[src/rtl/fetch_queue_pkg.sv]
// Processor-wide constants shared by the pipeline stages: fetch queue depth
// limits, the nop encoding and the buffered fetch entry layout.
package fetch_queue_pkg;

    localparam int unsigned FQ_DEPTH_SMALL = 2;
    localparam int unsigned FQ_DEPTH_LARGE = 4;

    localparam logic [31:0] NOP_INSN = 32'd0;

    typedef struct packed {
        logic [31:0] pc_plus_1;
        logic [31:0] insn;
    } fq_entry_t;

    function automatic bit fq_depth_legal(input int unsigned depth);
        return (depth == FQ_DEPTH_SMALL) || (depth == FQ_DEPTH_LARGE);
    endfunction

endpackage

[src/rtl/fetch_queue_register64.sv]
// 64-bit write-enabled storage register holding one fetch queue entry.
module register64 (
    input  logic        clock,
    input  logic        reset,
    input  logic        en,
    input  logic [63:0] d,
    output logic [63:0] q
);

    // NOTE: sequential state uses non-blocking assignments only, so every
    // register samples pre-edge values regardless of process ordering.
    always_ff @(posedge clock) begin
        if (reset) begin
            q <= '0;
        end else if (en) begin
            q <= d;
        end
    end

endmodule

[src/rtl/fetch_queue.sv]
// Fetch-to-decode skid queue: DEPTH-entry FIFO with flush, no bypass, and a
// nop-masked head so decode sees 32'd0 whenever the queue is empty.
module fetch_queue
    import fetch_queue_pkg::*;
#(
    parameter int unsigned DEPTH = 2
) (
    input  logic        clock,
    input  logic        reset,
    input  logic        in_valid,
    input  logic [31:0] in_pc_plus_1,
    input  logic [31:0] in_insn,
    output logic        in_ready,
    input  logic        flush,
    output logic        out_valid,
    input  logic        out_ready,
    output logic [31:0] out_pc_plus_1,
    output logic [31:0] out_insn,
    output logic [2:0]  count
);

    localparam int unsigned PTR_W = $clog2(DEPTH);

    if (!fq_depth_legal(DEPTH)) begin : g_bad_depth
        $error("fetch_queue: DEPTH must be 2 or 4");
    end

    logic [PTR_W-1:0] wr_ptr_q, wr_ptr_d;
    logic [PTR_W-1:0] rd_ptr_q, rd_ptr_d;
    logic [2:0]       count_q, count_d;
    logic             push, pop;
    fq_entry_t        wr_entry;
    fq_entry_t        head;
    fq_entry_t        entry_q [DEPTH];

    assign in_ready  = (count_q != 3'(DEPTH));
    assign out_valid = (count_q != 3'd0);
    assign count     = count_q;

    assign push = in_valid && in_ready && !flush;
    assign pop  = out_valid && out_ready && !flush;

    assign wr_entry = '{pc_plus_1: in_pc_plus_1, insn: in_insn};

    for (genvar i = 0; i < DEPTH; i++) begin : g_entry
        register64 u_entry (
            .clock (clock),
            .reset (reset),
            .en    (push && (wr_ptr_q == PTR_W'(i))),
            .d     (wr_entry),
            .q     (entry_q[i])
        );
    end

    // Head is read straight from storage; an empty queue presents a nop.
    assign head          = entry_q[rd_ptr_q];
    assign out_pc_plus_1 = out_valid ? head.pc_plus_1 : NOP_INSN;
    assign out_insn      = out_valid ? head.insn      : NOP_INSN;

    // NOTE: every always_comb output gets a default first so no path can
    // leave it unassigned and infer a latch.
    always_comb begin
        wr_ptr_d = wr_ptr_q;
        rd_ptr_d = rd_ptr_q;
        count_d  = count_q;
        if (flush) begin
            wr_ptr_d = '0;
            rd_ptr_d = '0;
            count_d  = 3'd0;
        end else begin
            if (push) wr_ptr_d = wr_ptr_q + PTR_W'(1);
            if (pop)  rd_ptr_d = rd_ptr_q + PTR_W'(1);
            case ({push, pop})
                2'b10:   count_d = count_q + 3'd1;
                2'b01:   count_d = count_q - 3'd1;
                default: count_d = count_q;
            endcase
        end
    end

    always_ff @(posedge clock) begin
        if (reset) begin
            wr_ptr_q <= '0;
            rd_ptr_q <= '0;
            count_q  <= 3'd0;
        end else begin
            wr_ptr_q <= wr_ptr_d;
            rd_ptr_q <= rd_ptr_d;
            count_q  <= count_d;
        end
    end

endmodule
[config.mk]
export PLATFORM = sky130hd
export DESIGN_NAME = fetch_queue
export DESIGN_NICKNAME = d
export VERILOG_FILES = /design/src/rtl/fetch_queue_pkg.sv /design/src/rtl/fetch_queue_register64.sv /design/src/rtl/fetch_queue.sv
export SDC_FILE = /design/constraint.sdc
export NUM_CORES = 1
export LEC_CHECK = 0
export ABC_AREA = 1
export CORE_UTILIZATION = 32
export DETAILED_ROUTE_END_ITERATION = 8
export PLACE_DENSITY = 0.52
export SYNTH_ARGS = -nofsm -noshare
export SYNTH_HDL_FRONTEND = slang
export SYNTH_SLANG_ARGS = --single-unit
[constraint.sdc]
create_clock -name clock -period 4.1 [get_ports clock]
set_input_delay 0.615 -clock clock [delete_from_list [all_inputs] [get_ports clock]]
set_output_delay 0.615 -clock clock [all_outputs]
set_load 0.005 [all_outputs]
### Word-level counts from Yosys, hierarchy flattened

Cells that the tools add are included.

| word-level totals | value |
|---|---|
| logic and storage cells | 31 |
| bits of input ports | 69 |
| register bits | 133 |
| output and inout bits | 69 |

| operators by class | value |
|---|---|
| bitwise gates (word level) | 2 |
| mux-type cells | 6 |
| reductions and logical operators | 10 |
| $add $sub $neg | 4 |
| equality and inequality tests | 3 |
| order comparisons | 1 |

Operators by type and width:

| cell | count |
|---|---|
| $mux 64 | 3 |
| $mux 32 | 2 |
| $logic_and 1x1->1 | 6 |
| $pmux 3 s2 | 1 |
| $add 3x1->3 const B | 1 |
| $ne 3x2->1 const B | 1 |
| $reduce_bool 3->1 | 1 |
| $sub 3x1->3 const B | 1 |
| $add 1x1->1 const B | 2 |
| $eq 2x1->1 const B | 1 |
| $eq 2x2->1 const B | 1 |
| $ge 2x2->1 const B | 1 |
| $not 1->2 | 1 |
| $reduce_bool 2->1 | 1 |
| $reduce_or 2->1 | 1 |
| $logic_not 1->1 | 1 |
| $not 1->1 | 1 |

### Depth between registers and ports, before layout

Gate-level depths: netlist (run 1).

| depth | value |
|---|---|
| depth in word-level cells | 5 |
| gate-level depth with buffers | 14 |
| mapped depth without buffers | 13 |

### By module

Synthesis (run 1) repeated with hierarchy kept, for this count alone.

| second synthesis, totals | value |
|---|---|
| cells, all modules | 1196 |
| area, all modules | 7074.3 um^2 |

By module, submodules not included:

| module | sequential area each (um^2) | cells an instance | area each (um^2) | instances |
|---|---|---|---|---|
| register64 | 1281.2 | 405 | 2666.3 | 2 |
| fetch_queue | 100.1 | 386 | 1741.7 | 1 |

### Worst setup path before layout (run 1)

OpenSTA, ideal clock, no wires.

| timing path | value |
|---|---|
| path type | input to register |
| start point | in in_valid |
| end point | reg count_q[1], in the netlist count[1] |
| setup slack | 2.096 ns |
| data arrival time | 1.918 ns |
| stages on the path | 8 |
| library setup time | 0.086 ns |
| cells stage by stage | inv_1 nor2_4 buf_2 nand2_1 ha_1 inv_1 fa_1 a211oi_1 |

| on the way | value |
|---|---|
| word-level cells in the longest chain between the ends | 4 |
| elaborated cells between the ends (all ways) | 6 |
| those cells by class | 2 x eq/ne; 1 x mux; 3 x reduce/logical |

RTL lines:

| element | RTL line | text |
|---|---|---|
| start: declaration | fetch_queue.sv:10 | `input logic in_valid,` |
| $logic_and 1x1->1 * (2 in series) | fetch_queue.sv:40 | `assign push = in_valid && in_ready && !flush;` |
| $eq 2x1->1 or $eq 2x2->1 (tied branches) | fetch_queue.sv:73 | `case ({push, pop})` |
| $pmux 3 s2 or $reduce_bool 2->1 (tied branches) | - |  |
| end signal: assignment | fetch_queue.sv:89 | `count_q <= count_d;` |
| end: declaration | fetch_queue.sv:30 | `logic [2:0] count_q, count_d;` |

Mark *: on every way between the ends. The rest lies on a longest branch, timed or not.
A chain may end at the register's enable or synchronous reset.

### Worst setup path after layout (run 1)

| timing path | value |
|---|---|
| start point | reg count_q[1], in the netlist count[1] |
| end point | out out_insn[17] |

| on the way | value |
|---|---|
| word-level cells in the longest chain between the ends | 2 |

RTL lines:

| element | RTL line | text |
|---|---|---|
| $reduce_bool 3->1 | fetch_queue.sv:37 | `assign out_valid = (count_q != 3'd0);` |
| $mux 32 | fetch_queue.sv:58 | `assign out_insn = out_valid ? head.insn : NOP_INSN;` |
| end: declaration | fetch_queue.sv:18 | `output logic [31:0] out_insn,` |

No other way between the ends.

==> metrics.csv, run 1 <==
stage;metric;value;unit
logic_synthesis;synthesized instance count;1350;
layout;fin nets;1499;
timing;min Tclk post-route;3.26;ns
timing;count of final setup violators;0;
worst_hold_path;beginning of the worst hold path;g_entry[1].u_entry.q[3];
drt;met3 wirelength from detailed routing;820;um
floorplanning;die width;158;um
drt;highest metal used;met4;
floorplanning;starting utilization of the core area;0.329;
drt;first-iteration detailed-routing DRC count;336;
timing;post-route clock skew;0.00956;ns
drt;total vias in the final route;7494;
floorplanning;chip height;158;um
worst_hold_path;hold path endpoint;g_entry[1].u_entry.q[3];
flow_run;Max-cap violations;0;
timing;total count of hold-check failures in the final report;0;
logic_synthesis;synth unique cells;21;
global_routing;total routing usage reported by global routing;0.171;
setup_path;worst setup slack for register-to-register paths;1.20;ns
floorplanning;I/O pin total;138;
worst_hold_path;instance count along the most critical hold path;4;
drt;DRC;0;
timing;Period Utilization, post-route;0.795;
clocking;total CTS buffers;17;
drt;average detailed-routed wire length per instance;11.6;um
logic_synthesis;number of warnings issued by yosys;0;
run_status;status;finished, final reports clean;
layout;count of filler cells inserted in the layout;2654;
timing;setup repair after global routing missed its margin;false;
timing;Max Clk Rate;0.307;GHz
layout;area overhead of the layout relative to synthesis;26.7;%
floorplanning;Std-Cell Core Area;23700;um^2
logic_synthesis;number of storage elements in the synthesis netlist;133;
global_routing;total congestion overflow after global routing;0;
logic_synthesis;top cell type's share of synthesized area;0.342;
logic_synthesis;Seq/Total Area, Yosys;0.342;
logic_synthesis;synth top area cells;sky130_fd_sc_hd__dfxtp_1, sky130_fd_sc_hd__nand2_1, sky130_fd_sc_hd__inv_1;
logic_synthesis;fraction of registers with async set or reset after synthesis;0;
logic_synthesis;most area-hungry cell type in the Yosys netlist;sky130_fd_sc_hd__dfxtp_1;
drt;drt first pass iters;5;
setup_path;endpoint required time on the critical path;3.48;ns
setup_path;nature of the critical path endpoint;output pin;
drt;via-per-instance ratio;4.26;
setup_path;end of the worst register-to-register path;count[2];
setup_path;maximum fanout along the worst path;37;
clocking;count of hold buffers inserted by post-cts repair;0;
timing;summed negative setup slack over all endpoints;0;ns
placed_design;gpl congestion;0.710;
logic_synthesis;most repeated cell in the gate-level netlist after synthesis;sky130_fd_sc_hd__nand2_1;
placed_design;buffers added on ports;137;
placed_design;number of cells after detailed placement;1728;
clocking;count of buffers added by post-CTS timing repair for setup;0;
setup_path;arrival time of the worst setup path;2.64;ns
placed_design;DP Wirelength;11900;um
logic_synthesis;cell area after synthesis;7790;um^2
power;total power per unit cell area;348;nW/um^2
drt;DR WL met2;8940;um
timing;worst relative slew slack;0.371;
drt;post-route ant nets;0;
layout;fraction of final layout cells sized beyond drive strength 1;0.0722;
worst_hold_path;path class of the lowest-slack min-delay path;flip-flop to flip-flop;
drt;total wirelength of the detailed-routed design;20400;um
clocking;clock sink total;133;
setup_path;category of the critical setup timing path;flip-flop to output pin;
setup_path;cell count of the worst reg-to-reg path;14;
logic_synthesis;EDFF count, synth;0;
setup_path;element type at the critical path start;flip-flop;
clocking;buffers from clock root to sink, at most;2;
global_routing;wire length of the first global-routing pass;33300;um
clocking;Clk pin slew, worst setup/hold paths;0.06;ns
global_routing;via count of the first global-routing pass;6670;
clocking;clock network latency to the later pin of the worst-skew pair;0.43;ns
drt;Post-Route M1 WL;10400;um
global_routing;number of antenna violations at the first check in global routing;0;
layout;final cell count without fillers;1760;
logic_synthesis;post-synthesis net count;1421;
timing;number of max-slew violations in the final report;0;
power;leakage power;5.17;nW
clocking;clock tree from TritonCTS;yes;
layout;ant diodes;0;
global_routing;pin count of the biggest net entering global routing;79;
logic_synthesis;main flop type after synthesis;sky130_fd_sc_hd__dfxtp_1;
clocking;cells resized by post-CTS repair;0;
floorplanning;die footprint;25000;um^2
timing;slew of the pin with the lowest slew margin;0.943;ns
floorplanning;number of rows created at floorplan;56;
logic_synthesis;average cell area after synthesis;5.77;um^2
power;Max IR drop VDD;189;uV
logic_synthesis;top cell types by occurrence after synthesis;sky130_fd_sc_hd__nand2_1, sky130_fd_sc_hd__inv_1, sky130_fd_sc_hd__nor2_1;
clocking;Clock Tree Root;sky130_fd_sc_hd__clkbuf_16;
setup_path;reg-to-reg startpoint;count[1];
clocking;level count of the clock H-tree;4;
-- critical path, stage by stage, from the launching register on --
cell,delay (ns)
sky130_fd_sc_hd__dfxtp_1,0.42
sky130_fd_sc_hd__inv_1,0.11
sky130_fd_sc_hd__nand2_2,0.65
sky130_fd_sc_hd__buf_4,0.37
sky130_fd_sc_hd__nand2_1,0.10
sky130_fd_sc_hd__inv_1,0.07
sky130_fd_sc_hd__clkdlybuf4s50_1,0.49
-- area by class of cell --
cell class	instances	area, um^2	share of cell area
inverter	394	1480	0.150
multi-input combinational	733	3230	0.327
tap	319	399	0.0404
sequential	133	2670	0.270
clock inverter	15	183	0.0185
clock buffer	17	425	0.0431
timing repair buffer	149	1490	0.151
-- flip-flops by register name, summed over array words and instances (netlist names) --
signal	cells
count	3
rd_ptr_q	1
wr_ptr_q	1
g_entry.u_entry.q	128
-- layout by cell type (no fill, tap or decap), types with 4 or more instances in the layout --
cell type and instances:
sky130_fd_sc_hd__buf_4 10, sky130_fd_sc_hd__inv_2 51, sky130_fd_sc_hd__clkbuf_16 17, sky130_fd_sc_hd__nor2_1 134
sky130_fd_sc_hd__o21ai_0 65, sky130_fd_sc_hd__clkinvlp_4 4, sky130_fd_sc_hd__clkdlybuf4s50_1 137, sky130_fd_sc_hd__dfxtp_1 131
sky130_fd_sc_hd__nand4_1 128, sky130_fd_sc_hd__clkinv_4 5, sky130_fd_sc_hd__nand2_1 392, sky130_fd_sc_hd__inv_1 342
-- per-stage QoR --
| stage | setup WS [ns] | hold slack [ns] | total power [mW] | instance area [um^2] | util |
|---|---|---|---|---|---|
| 2_1_floorplan | 2.10 | 0.486 | 1.72 | 7790 | - |
| 3_3_place_gp | 1.16 | 0.496 | 1.89 | 9260 | 0.391 |
| 3_5_place_dp | 1.12 | 0.496 | 1.89 | 9260 | 0.391 |
| 4_1_cts | 0.752 | 0.508 | 3.49 | 9870 | 0.417 |
| 5_1_grt | 0.610 | 0.524 | 3.61 | 9870 | 0.417 |
| 6_report | 0.841 | 0.508 | 3.43 | 9870 | 0.417 |
-- where the power goes --
part	internal (mW)	switching, mW	leakage, nW	total (mW)
Combinational	0.198	0.286	3.80	0.484
Clock	0.959	0.617	0.285	1.58
Sequential	1.35	0.0230	1.09	1.37
-- how the worst max path moves through the flow --
| stage | end | cells past startpoint | from | slack [ns] |
|---|---|---|---|---|
| after detailed placement | count[2] | 14 | count[1] | 1.12 |
| after global placement | count[2] | 14 | count[1] | 1.16 |
| after CTS | out_insn[17] | 6 | count[1] | 0.75 |
| final | out_insn[17] | 6 | count[1] | 0.84 |
| after global routing | out_insn[26] | 6 | count[1] | 0.61 |
| after floorplan | count[1] | 8 | in_valid | 2.10 |
-- cell families (layout without fill, tap and decap cells) --
| kind of cell | count (synthesis) | count (layout) | share of synthesized area |
|---|---|---|---|
| AOI/OAI and AO/OA | 69 | 69 | 0.0447 |
| buffers and inverters | 484 | 575 | 0.246 |
| DFF | 133 | 133 | 0.342 |
| adders and majority gates | 2 | 2 | 0.00418 |
| and+or+nand+nor | 662 | 662 | 0.363 |
-- metal layers --
metal | GRT usage | up-vias
li1 | - | 4086
met1 | 0.230 | 3246
met3 | 0.0326 | 13
met4 | 0.0508 | 0
met5 | 0 | -
met2 | 0.275 | 149
(Power assumes the default switching activity.)
==> run 2, diff against run 1 <==
- clock period: 4.1 -> 3.2 ns (I/O delays scaled with it)
==> run 2 against run 1 <==
Net effect: count of clock-buffer cells in the layout up 9; largest cell class unchanged; sequential power up 28%; highest routed layer unchanged; power up 35%.
==> metrics.csv, run 2 (synthesis gave the netlist of run 1 again) <==
stage;metric;value;unit;change
layout;ant diodes;0;;unchanged
floorplanning;number of rows created at floorplan;56;;unchanged
layout;count of filler cells inserted in the layout;2620;;was 2,654
clocking;clock tree from TritonCTS;yes;;unchanged
setup_path;arrival time of the worst setup path;2.37;ns;was 2.64 ns
power;total power per unit cell area;463;nW/um^2;was 348 nW/um^2
timing;slew of the pin with the lowest slew margin;0.937;ns;was 0.943 ns
power;net switching power figure;1.14;mW;was 926 uW
drt;total wirelength of the detailed-routed design;20600;um;was 20,400 um
power;internal power;3.48;mW;was 2.51 mW
layout;final cell area excluding filler cells;9980;um^2;was 9870 um^2
global_routing;total congestion overflow after global routing;0;;unchanged
drt;first-iteration detailed-routing DRC count;274;;was 336
layout;leading cell type in the layout, fill and taps excluded;sky130_fd_sc_hd__nand2_1;;unchanged
placed_design;gpl congestion;0.722;;was 0.710
layout;largest reg by FF count;g_entry.u_entry.q;;unchanged
power;leakage power;5.24;nW;was 5.17 nW
timing;Period Utilization, post-route;0.890;;
clocking;level count of the clock H-tree;4;;unchanged
power;clock group share of total power;0.484;;was 0.459
setup_path;endpoint required time on the critical path;2.72;ns;was 3.48 ns
timing;setup repair after global routing missed its margin;false;;unchanged
timing;number of max-slew violations in the final report;0;;unchanged
layout;fraction of final layout cells sized beyond drive strength 1;0.0747;;was 0.0722
timing;summed negative setup slack over all endpoints;0;ns;unchanged
timing;total count of hold-check failures in the final report;0;;unchanged
drt;DRC;0;;unchanged
clocking;Clock Tree Root;sky130_fd_sc_hd__clkbuf_16;;unchanged
worst_hold_path;hold path endpoint;g_entry[1].u_entry.q[13];;was g_entry[1].u_entry.q[3]
drt;total vias in the final route;7505;;was 7,494
setup_path;element type at the critical path start;flip-flop;;unchanged
drt;drt first pass iters;5;;unchanged
power;Gate power share;0.137;;was 0.141
floorplanning;die footprint;25000;um^2;unchanged
timing;min Tclk post-route;2.85;ns;
floorplanning;chip height;158;um;unchanged
clocking;clock network latency to the later pin of the worst-skew pair;0.42;ns;was 0.43 ns
placed_design;standard cell area after detailed placement;9300;um^2;was 9260 um^2
layout;fin nets;1504;;was 1,499
setup_path;reg-to-reg startpoint;count[1];;unchanged
timing;count of final setup violators;0;;unchanged
setup_path;worst setup slack for register-to-register paths;0.71;ns;was 1.20 ns
power;relative contribution of sequential cells to total power;0.379;;was 0.400
clocking;count of buffers added by post-CTS timing repair for setup;0;;unchanged
placed_design;DP Wirelength;12300;um;was 11,900 um
global_routing;total routing usage reported by global routing;0.172;;was 0.171
global_routing;wire length of the first global-routing pass;33800;um;was 33,300 um
flow_run;Max-cap violations;0;;unchanged
drt;average detailed-routed wire length per instance;11.7;um;was 11.6 um
timing;Max Clk Rate;0.351;GHz;
power;Switching Fraction;0.246;;was 0.270
run_status;status;finished, final reports clean;;unchanged
global_routing;number of antenna violations at the first check in global routing;0;;unchanged
placed_design;buffers added on ports;137;;unchanged
layout;area overhead of the layout relative to synthesis;28.2;%;was 26.7%
timing;worst relative slew slack;0.375;;was 0.371
layout;max reg flops;128;;unchanged
worst_hold_path;path class of the lowest-slack min-delay path;flip-flop to flip-flop;;unchanged
clocking;total CTS buffers;17;;unchanged
timing;post-route clock skew;0.00993;ns;was 0.00956 ns
setup_path;critical path launch point;count[1];;unchanged
worst_hold_path;instance count along the most critical hold path;4;;unchanged
clocking;buffers from clock root to sink, at most;2;;unchanged
layout;commonest cells after routing, fill and taps aside;sky130_fd_sc_hd__nand2_1, sky130_fd_sc_hd__inv_1, sky130_fd_sc_hd__clkdlybuf4s50_1;;unchanged
setup_path;nature of the critical path endpoint;output pin;;unchanged
floorplanning;Std-Cell Core Area;23700;um^2;unchanged
floorplanning;starting utilization of the core area;0.329;;unchanged
drt;post-route ant nets;0;;unchanged
global_routing;pin count of the biggest net entering global routing;95;;was 79
setup_path;category of the critical setup timing path;flip-flop to output pin;;unchanged
worst_hold_path;beginning of the worst hold path;g_entry[1].u_entry.q[13];;was g_entry[1].u_entry.q[3]
floorplanning;I/O pin total;138;;unchanged
setup_path;cell count of the worst reg-to-reg path;13;;was 14
setup_path;end of the worst register-to-register path;count[2];;unchanged
global_routing;via count of the first global-routing pass;6851;;was 6,670
clocking;Clk pin slew, worst setup/hold paths;0.06;ns;about the same
setup_path;maximum fanout along the worst path;23;;was 37
clocking;count of hold buffers inserted by post-cts repair;0;;unchanged
clocking;cells resized by post-CTS repair;0;;unchanged
clocking;clock sink total;133;;unchanged
drt;via-per-instance ratio;4.25;;was 4.26
floorplanning;die width;158;um;unchanged
power;Max IR drop VDD;296;uV;was 189 uV
==> run 2: changes by cell type in the layout (fill, tap and decap cells not counted), moves of 3 or more <==
cell,change
sky130_fd_sc_hd__clkbuf_8,+7
sky130_fd_sc_hd__buf_4,+5
sky130_fd_sc_hd__clkinv_4,-5
sky130_fd_sc_hd__clkinvlp_4,-3
==> run 2: layout make-up <==
class | count | area (um^2) | area share
sequential | 133 | 2670 | 0.267
multi-input combinational | 733 | 3230 | 0.323
inverter | 394 | 1480 | 0.148
tap | 319 | 399 | 0.0400
clock inverter | 6 | 133 | 0.0133
clock buffer | 26 | 551 | 0.0552
timing repair buffer | 154 | 1520 | 0.153
==> run 2: worst max-delay path by stage <==
stage / to / slack [ns] / cells after the start
floorplan: count[2] / 1.33 / 14
global placement: count[2] / 0.79 / 12
detailed placement: count[2] / 0.74 / 13
CTS: out_insn[17] / 0.32 / 6
global route: out_insn[15] / 0.21 / 6
finish: out_insn[17] / 0.35 / 6
==> run 2: metal layers <==
| layer | global-route usage | share of wire | up-vias |
|---|---|---|---|
| li1 | - | - | 4087 |
| met1 | 0.235 | 0.50 | 3236 |
| met2 | 0.281 | 0.44 | 165 |
| met3 | 0.0266 | 0.051 | 17 |
| met4 | 0.0485 | 0.010 | 0 |
| met5 | 0 | 0 | - |
==> run 2: metrics by stage <==
step	setup WS (ns)	hold slack, ns	utilization	power (mW)	instances
5_1_grt	0.205	0.533	0.421	4.85	1765
3_3_place_gp	0.794	0.496	0.393	2.42	1733
4_1_cts	0.316	0.507	0.421	4.68	1765
6_report	0.353	0.504	0.421	4.62	1765
2_1_floorplan	1.33	0.486	-	2.20	1350
3_5_place_dp	0.737	0.497	0.393	2.43	1733
==> run 2: critical path, stage by stage (launching register included) <==
cell	delay, ns
sky130_fd_sc_hd__dfxtp_1	0.43
sky130_fd_sc_hd__inv_1	0.11
sky130_fd_sc_hd__nand2_2	0.46
sky130_fd_sc_hd__buf_4	0.31
sky130_fd_sc_hd__nand2_1	0.08
sky130_fd_sc_hd__inv_1	0.06
sky130_fd_sc_hd__clkdlybuf4s50_1	0.50
==> run 2: power groups by stage <==
stage	logic [mW]	registers, mW	clock network, mW
floorplan	0.415	1.78	0
global placement	0.637	1.79	0
detailed placement	0.637	1.79	0
CTS	0.641	1.75	2.29
global route	0.725	1.76	2.36
finish	0.633	1.75	2.24
==> run 3, diff against run 2 <==
- PLACE_DENSITY: 0.52 -> 0.54
- clock period: 3.2 -> 2.45 ns (I/O delays scaled with it)
==> run 3 against run 2 <==
Net effect: clock skew decreased by 0.0019 ns; global-route usage grew 0.71 points; sequential power increased by 31%; sequential share of layout area fell by 0.32 points; core utilization up 0.53 points; critical path type unchanged.
==> metrics.csv, run 3 (synthesis gave the netlist of run 1 again) <==
stage;metric;value;unit;change
layout;register area;2670;um^2;about the same
setup_path;Largest delay share family, worst path;buffers and inverters;;unchanged
setup_path;end of the worst register-to-register path;count[2];;unchanged
setup_path;Critical Path, Cell by Cell;clkbuf_16 > o21ai_0 > nand2_1 > inv_1 > clkdlybuf4s50_1;;was inv_1 > nand2_2 > buf_4 > nand2_1 > inv_1 > clkdlybuf4s50_1
global_routing;met2 GRT Util;0.297;;was 0.281
setup_path;endpoint required time on the critical path;2.08;ns;was 2.72 ns
global_routing;total congestion overflow after global routing;0;;unchanged
layout;Multi-input gate area;3230;um^2;about the same
timing;Period Utilization, post-route;0.964;;
clocking;Clk pin slew, worst setup/hold paths;0.05;ns;was 0.06 ns
timing;setup repair after global routing missed its margin;false;;unchanged
timing;slew of the pin with the lowest slew margin;1.02;ns;was 0.937 ns
clocking;clock tree from TritonCTS;yes;;unchanged
power;Tot Pwr;5.73;mW;was 4.62 mW
layout;area overhead of the layout relative to synthesis;29.8;%;was 28.2%
setup_path;maximum fanout along the worst path;23;;unchanged
setup_path;Critical Path Slowest Stage Cell;sky130_fd_sc_hd__clkdlybuf4s50_1;;unchanged
clocking;level count of the clock H-tree;4;;unchanged
global_routing;via count of the first global-routing pass;6867;;was 6,851
layout;largest reg by FF count;g_entry.u_entry.q;;unchanged
worst_hold_path;beginning of the worst hold path;g_entry[1].u_entry.q[62];;was g_entry[1].u_entry.q[13]
floorplanning;number of rows created at floorplan;56;;unchanged
setup_path;category of the critical setup timing path;flip-flop to output pin;;unchanged
setup_path;Crit path buffers/inverters;3;;was 4
power;total power per unit cell area;566;nW/um^2;was 463 nW/um^2
layout;commonest cells after routing, fill and taps aside;sky130_fd_sc_hd__nand2_1, sky130_fd_sc_hd__inv_1, sky130_fd_sc_hd__clkdlybuf4s50_1;;unchanged
floorplanning;starting utilization of the core area;0.329;;unchanged
layout;fraction of final layout cells sized beyond drive strength 1;0.0798;;was 0.0747
setup_path;worst setup slack for register-to-register paths;0.38;ns;was 0.71 ns
timing;total count of hold-check failures in the final report;0;;unchanged
drt;post-route ant nets;0;;unchanged
global_routing;pin count of the biggest net entering global routing;99;;was 95
global_routing;met3 demand-to-capacity share in global routing;0.0350;;was 0.0266
floorplanning;I/O pin total;138;;unchanged
placed_design;DP Wirelength;12700;um;was 12,300 um
timing;Max Clk Rate;0.423;GHz;
clocking;buffers from clock root to sink, at most;2;;unchanged
setup_path;nature of the critical path endpoint;output pin;;unchanged
timing;worst relative slew slack;0.320;;was 0.375
placed_design;gpl congestion;0.724;;was 0.722
global_routing;wire length of the first global-routing pass;34700;um;was 33,800 um
timing;number of max-slew violations in the final report;0;;unchanged
run_status;status;finished, final reports clean;;unchanged
clocking;clock network latency to the later pin of the worst-skew pair;0.42;ns;about the same
floorplanning;Std-Cell Core Area;23700;um^2;unchanged
drt;average detailed-routed wire length per instance;12.3;um;was 11.7 um
drt;via-per-instance ratio;4.33;;was 4.25
drt;drt first pass iters;5;;unchanged
flow_run;Max-cap violations;0;;unchanged
setup_path;critical path depth;5;;was 6
layout;count of filler cells inserted in the layout;2609;;was 2,620
setup_path;reg-to-reg startpoint;count[1];;unchanged
global_routing;number of antenna violations at the first check in global routing;0;;unchanged
layout;max reg flops;128;;unchanged
floorplanning;chip height;158;um;unchanged
clocking;count of hold buffers inserted by post-cts repair;0;;unchanged
drt;DRC;0;;unchanged
power;Max IR drop VDD;299;uV;was 296 uV
power;leakage power;5.29;nW;was 5.24 nW
clocking;Clock Tree Root;sky130_fd_sc_hd__clkbuf_16;;unchanged
layout;ant diodes;0;;unchanged
setup_path;element type at the critical path start;flip-flop;;unchanged
setup_path;cell count of the worst reg-to-reg path;13;;unchanged
clocking;total CTS buffers;17;;unchanged
global_routing;total routing usage reported by global routing;0.180;;was 0.172
timing;post-route clock skew;0.00798;ns;was 0.00993 ns
layout;fin nets;1513;;was 1,504
worst_hold_path;path class of the lowest-slack min-delay path;flip-flop to flip-flop;;unchanged
setup_path;arrival time of the worst setup path;1.99;ns;was 2.37 ns
placed_design;buffers added on ports;137;;unchanged
timing;min Tclk post-route;2.36;ns;
clocking;clock sink total;133;;unchanged
worst_hold_path;hold path endpoint;g_entry[1].u_entry.q[62];;was g_entry[1].u_entry.q[13]
setup_path;largest stage delay on the critical path;0.49;ns;was 0.50 ns
floorplanning;die width;158;um;unchanged
drt;total vias in the final route;7670;;was 7,505
timing;count of final setup violators;0;;unchanged
global_routing;met1 track demand over resource in global routing;0.236;;was 0.235
timing;summed negative setup slack over all endpoints;0;ns;unchanged
global_routing;peak-usage layer in the global routing report;met2;;unchanged
drt;total wirelength of the detailed-routed design;21800;um;was 20,600 um
layout;leading cell type in the layout, fill and taps excluded;sky130_fd_sc_hd__nand2_1;;unchanged
worst_hold_path;instance count along the most critical hold path;4;;unchanged
drt;first-iteration detailed-routing DRC count;448;;was 274
floorplanning;die footprint;25000;um^2;unchanged
-- run 3: cell count changes in the layout (fill, tap and decap cells not counted), sizes merged --
cell / change
buf: +7
bufinv: -2
clkbuf: -1
clkinv: +2
clkinvlp: +1
inv: +1
-- run 3: tightest hold or removal path, stage by stage, from the launching register on --
cell	delay, ns
sky130_fd_sc_hd__dfxtp_1	0.30
sky130_fd_sc_hd__inv_1	0.04
sky130_fd_sc_hd__nand2_1	0.04
sky130_fd_sc_hd__inv_1	0.04
sky130_fd_sc_hd__nor2_1	0.03
-- run 3: worst max-delay path by stage --
stage,slack (ns),startpoint,end
global route,0.03,count[1],out_pc_plus_1[26]
CTS,0.02,rd_ptr_q,out_insn[13]
finish,0.09,rd_ptr_q,out_pc_plus_1[31]
floorplan,0.58,count[1],count[2]
global placement,0.15,out_ready,count[2]
detailed placement,0.19,out_ready,count[2]
-- run 3: layout make-up --
class | count | share of cell area
multi-input cells | 733 | 0.320
flip-flops and latches | 133 | 0.264
repair buffers | 163 | 0.172
inverters | 394 | 0.147
clock buffers | 23 | 0.0483
well taps | 319 | 0.0395
clock inverters | 8 | 0.00978
-- run 3: where the power goes --
part | internal [mW] | switching [mW]
clock network | 1.60 | 0.967
registers | 2.26 | 0.0291
logic | 0.362 | 0.510
total | 4.22 | 1.51
-- run 3: per-layer routing --
layer,wire length [um],vias to the layer above
met2,9930,200
li1,-,4117
met5,0,-
met1,10500,3339
met3,1150,14
met4,212,0
-- run 3: metrics by stage --
step,util,setup slack [ns],hold slack (ns),std cells,cell area (um^2)
after floorplan,-,0.578,0.486,1350,7790
after global placement,0.398,0.152,0.495,1737,9420
after detailed placement,0.398,0.186,0.495,1737,9420
after CTS,0.423,0.0223,0.507,1769,10000
after global routing,0.427,0.0253,0.531,1773,10100
final,0.427,0.0879,0.506,1773,10100
-- run 3: timing repair --
action	CTS	global route
setup endpoints to repair	33	56
hold endpoints to repair	0	0
setup buffers	1	2
cloned	0	2
gates resized for setup	4	6
